File: config.mk
export PLATFORM = sky130hd
export DESIGN_NAME = mux_rr_arbiter
export DESIGN_NICKNAME = d
export VERILOG_FILES = /design/src/rtl/mux_rr_arbiter.sv
export SDC_FILE = /design/constraint.sdc
export NUM_CORES = 1
export LEC_CHECK = 0
export ABC_AREA = 1
export CORE_AREA = 2 2 53 60
export DETAILED_ROUTE_END_ITERATION = 7
export DIE_AREA = 0 0 55 62
export GPL_ROUTABILITY_DRIVEN = 0
export PLACE_DENSITY = 0.83
export SLEW_MARGIN = 10
export SYNTH_ARGS = -nofsm -noshare
export SYNTH_HDL_FRONTEND = slang
export SYNTH_SLANG_ARGS = --single-unit
export TNS_END_PERCENT = 1
File: constraint.sdc
create_clock -name clk -period 5.09 [get_ports clk]
set_clock_uncertainty 0.15 [all_clocks]
set_input_delay 0.509 -clock clk [delete_from_list [all_inputs] [get_ports clk]]
set_output_delay 0.509 -clock clk [all_outputs]
set_load 0.02 [all_outputs]
File: src/rtl/mux_rr_arbiter.sv
// Round-robin arbiter sharing one registered 4:1 data mux among four requesters, with a valid/ready output slot.
// Optional burst lock is compiled in with `define MUX_RR_ARBITER_LOCK_EN.
module mux_rr_arbiter #(
    parameter int DW = 8
) (
    input  logic          clk,
    input  logic          rst,
    input  logic [3:0]    req,
    input  logic [DW-1:0] d0,
    input  logic [DW-1:0] d1,
    input  logic [DW-1:0] d2,
    input  logic [DW-1:0] d3,
    input  logic [3:0]    lock,
    output logic [3:0]    gnt,
    output logic          sel1,
    output logic          sel0,
    output logic          out_valid,
    output logic [DW-1:0] out_data,
    input  logic          out_ready
);

    // Handshake: a word moves to the consumer on any rising edge where
    // out_valid && out_ready; out_data and sel stay stable while out_valid && !out_ready.
    typedef enum logic {EMPTY = 1'b0, FULL = 1'b1} slot_t;

    slot_t         state;
    logic [1:0]    last;
    logic [1:0]    rr_winner;
    logic [1:0]    winner;
    logic [1:0]    scan_idx;
    logic          found;
    logic          load;
    logic [DW-1:0] mux_data;

    assign out_valid = (state == FULL);
    assign load      = !rst && (req != 4'b0000) && (!out_valid || out_ready);

    // Scan upward from the requester after the last winner, wrapping at 3.
    always_comb begin
        rr_winner = last;
        found     = 1'b0;
        scan_idx  = last;
        for (int k = 1; k <= 4; k++) begin
            scan_idx = last + 2'(k);
            if (!found && req[scan_idx]) begin
                rr_winner = scan_idx;
                found     = 1'b1;
            end
        end
    end

`ifdef MUX_RR_ARBITER_LOCK_EN
    logic lock_q;
    logic lock_hold;

    // The previous winner keeps the slot while it still requests and still asserts lock.
    assign lock_hold = lock_q && req[last] && lock[last];
    assign winner    = lock_hold ? last : rr_winner;
`else
    logic unused_lock;

    assign unused_lock = ^lock;
    assign winner      = rr_winner;
`endif

    assign gnt = load ? (4'b0001 << winner) : 4'b0000;

    always_comb begin
        mux_data = d0;
        case (winner)
            2'd0:    mux_data = d0;
            2'd1:    mux_data = d1;
            2'd2:    mux_data = d2;
            default: mux_data = d3;
        endcase
    end

    always_ff @(posedge clk or posedge rst) begin
        if (rst) begin
            state    <= EMPTY;
            out_data <= '0;
            sel1     <= 1'b0;
            sel0     <= 1'b0;
            last     <= 2'd3;
`ifdef MUX_RR_ARBITER_LOCK_EN
            lock_q   <= 1'b0;
`endif
        end else if (load) begin
            state        <= FULL;
            out_data     <= mux_data;
            {sel1, sel0} <= winner;
            last         <= winner;
`ifdef MUX_RR_ARBITER_LOCK_EN
            lock_q       <= lock[winner];
`endif
        end else if (out_valid && out_ready) begin
            state <= EMPTY;
        end
    end

endmodule

==> flow_metrics.py <==
metrics = {
    "run_status": {
        "outcome": "finished clean",
    },
    "cells_and_area": {
        "finalInstanceArea_sq_mm": 0.00173,
        "nets": 265,
        "insertedDiodeCount": 0,
        "postLayoutCoreUtil_pct": 60.0,
        "stdcell_count": 255,
        "drive_gt1_share_pct": 13.6,
        "area_growth_syn_to_layout_pct": 46.8,
    },
    "worst_hold_path": {
        "whs_endpoint": "out_data[2]",
        "hp-class": "reg -> reg",
        "whs_path_depth": 2,
        "holdCritStartpoint": "out_data[2]",
    },
    "cts": {
        "clock-sinks": 13,
        "clockBufferDepth": 2,
        "cts_tree": "built",
        "cts_resized": 0,
        "cts_made_buffers": 3,
        "cts.reportedPaths.clkPinSlew_ns": 0.07,
        "cts_hold_repair.buffers": 0,
        "htreeDepth": 1,
        "clock-root-buffer": "clkbuf_4",
        "cts_setup_buffers": 0,
        "clock_latency_ns": 0.27,
    },
    "global_route": {
        "grt_pass1_vias": 1077,
        "antenna_found_initial": 0,
        "overflow": 0,
        "grt_pass1_wl_um": 4600,
        "grt_max_degree": 26,
        "grt_use_total_pct": 18.4,
    },
    "sta": {
        "finalCritPeriodShare_pct": 69.3,
        "setup_tns_ns": 0,
        "layout_min_cycle_time_ns": 3.53,
        "setup_viol": 0,
        "slew_violations": 0,
        "hold_violations": 0,
        "rsz0062_at_grt": "false",
        "max_freq_mhz": 283,
        "worst_slew_pin_slew_ns": 0.462,
        "whs_ns": 0.338,
        "relSlewSlack_pct": 69.2,
    },
    "yosys": {
        "async_reset_ff_share_pct": 100,
        "synth_cells": 170,
        "ys_types": 26,
        "yosys.cell_count.top_type": "nand2_1",
        "syn_area_per_cell_sq_um": 6.95,
        "yosysTopAreaCell": "dfrtp_1",
        "synth_nets": 213,
        "yosysWarnings": 0,
        "synth_edf_count": 0,
        "ys_seq_elements": 13,
        "yosysSeqAreaShare_pct": 27.8,
        "synth_area_sq_mm": 0.00118,
        "synthTopCellsByArea": "dfrtp_1, nand2_1, nand2_4",
        "synth_commonest_cells": "nand2_1, nand3_1, inv_1",
        "synth-main-ff-cell": "dfrtp_1",
        "yosysTopAreaCellShare_pct": 23.3,
    },
    "floorplanning": {
        "row_count": 21,
        "core_area_sq_mm": 0.00289,
        "pin_count": 58,
        "floorplan.initialDensity_pct": 40.9,
        "fp.dieW_um": 55,
        "die_y_um": 62,
        "dieArea_sq_mm": 0.00341,
    },
    "worst_setup_path": {
        "reg2reg_depth": 14,
        "setup.worst_path.start_class": "input port",
        "end_kind": "primary output",
        "path_class": "in -> out",
        "r2r_slack_ns": 2.77,
        "worstPathArrival_ns": 2.87,
        "critPathMaxFanout": 22,
        "r2r_end": "out_data[3]",
        "r2r-start": "last[0]",
        "cp.required_ns": 4.43,
    },
    "detailed_routing": {
        "drt_pass1_iterations": 4,
        "viasPerCell": 4.93,
        "ant_nets": 0,
        "drt_iter0_markers": 32,
        "wire_per_inst_um": 11.6,
        "dr_total_vias": 1256,
        "wl_um": 2950,
        "drc": 0,
    },
    "placement": {
        "placed_cells_incl_taps": 251,
        "port_buffers": 53,
        "dp_hpwl_um": 2330,
        "post_dp_cell_area_sq_mm": 0.00171,
    },
    "power_and_ir_drop": {
        "powerDensity_mw_per_mm2": 725,
        "vdd_ir_drop_max_mv": 0.430,
        "leakagePower_nw": 0.815,
    },
    "flow_run": {
        "max_cap_violations": 0,
    },
}
-- cell usage in the layout, fill, tap and decap left out --
cell,count
inv_2,3
clkdlybuf4s50_1,53
clkbuf_1,1
nand2_1,66
nand4_1,9
nor2_4,1
inv_6,1
o21ai_4,1
nand3_2,1
o21ai_1,5
dfstp_2,2
dfrtp_1,11
nor2_2,1
nand3b_1,8
nand3_4,3
clkbuf_4,3
inv_1,12
o21ai_0,5
buf_4,1
nor3_1,2
a21oi_1,4
nor2_1,2
nand3_1,13
nand2_2,5
nand2_4,6
o21bai_2,2
-- how the worst max path moves through the flow --
stage | from | to | slack [ns] | cells past startpoint
finish | req[3] | gnt[2] | 1.56 | 10
global route | req[0] | gnt[2] | 1.42 | 10
CTS | req[3] | gnt[2] | 1.56 | 10
detailed placement | req[3] | gnt[2] | 1.57 | 10
global placement | req[0] | gnt[2] | 1.59 | 12
floorplan | last[0] | gnt[3] | 2.50 | 12
-- power by group --
group	internal (mW)	switching, mW	leakage, nW
registers	0.158	0.0384	0.157
logic	0.367	0.630	0.643
clock network	0.0304	0.0322	0.0150
total	0.556	0.701	0.815
-- per-stage QoR --
step / worst slack [ns] / total power, mW
floorplan: 2.50 / 0.995
global placement: 1.59 / 1.18
detailed placement: 1.57 / 1.20
CTS: 1.56 / 1.27
global route: 1.42 / 1.37
finish: 1.56 / 1.26
-- area by class of cell --
cell class	count	area, sq um
inverters	16	65.1
repair buffers	54	538
well taps	34	42.5
flip-flops and latches	13	328
clock buffers	4	26.3
fillers	265	1160
multi-input cells	134	734
-- metal layers --
metal / vias up / part of all wire (%) / global-route usage (%) / wire, um
met1: 543 / 42 / 24.2 / 1240
met5: - / 0 / 0 / 0
met4: 0 / 0 / 2.09 / 0
li1: 656 / - / - / -
met2: 57 / 49 / 31.3 / 1450
met3: 0 / 8.7 / 4.78 / 256
-- registers in the layout, summed over array words and instances, names as in the netlist --
name       flops
sel1           1
out_data       8
sel0           1
last           2
out_valid      1
-- kinds of logic after synthesis --
family	share of synthesized area [%]
buffers and inverters	10.1
flip-flops	27.8
AO/OA/AOI/OAI	9.22
AND/OR/NAND/NOR	53.0
-- critical path: stages --
cell and delay (ns):
clkdlybuf4s50_1 0.52, nand2_1 0.09, nand3_1 0.10, nand2_1 0.14, o21ai_4 0.20, nand3_4 0.16
nand2_4 0.25, nand2_1 0.14, nor2_1 0.15, clkdlybuf4s50_1 0.62
Note: power is estimated with default switching activity, not from simulation.
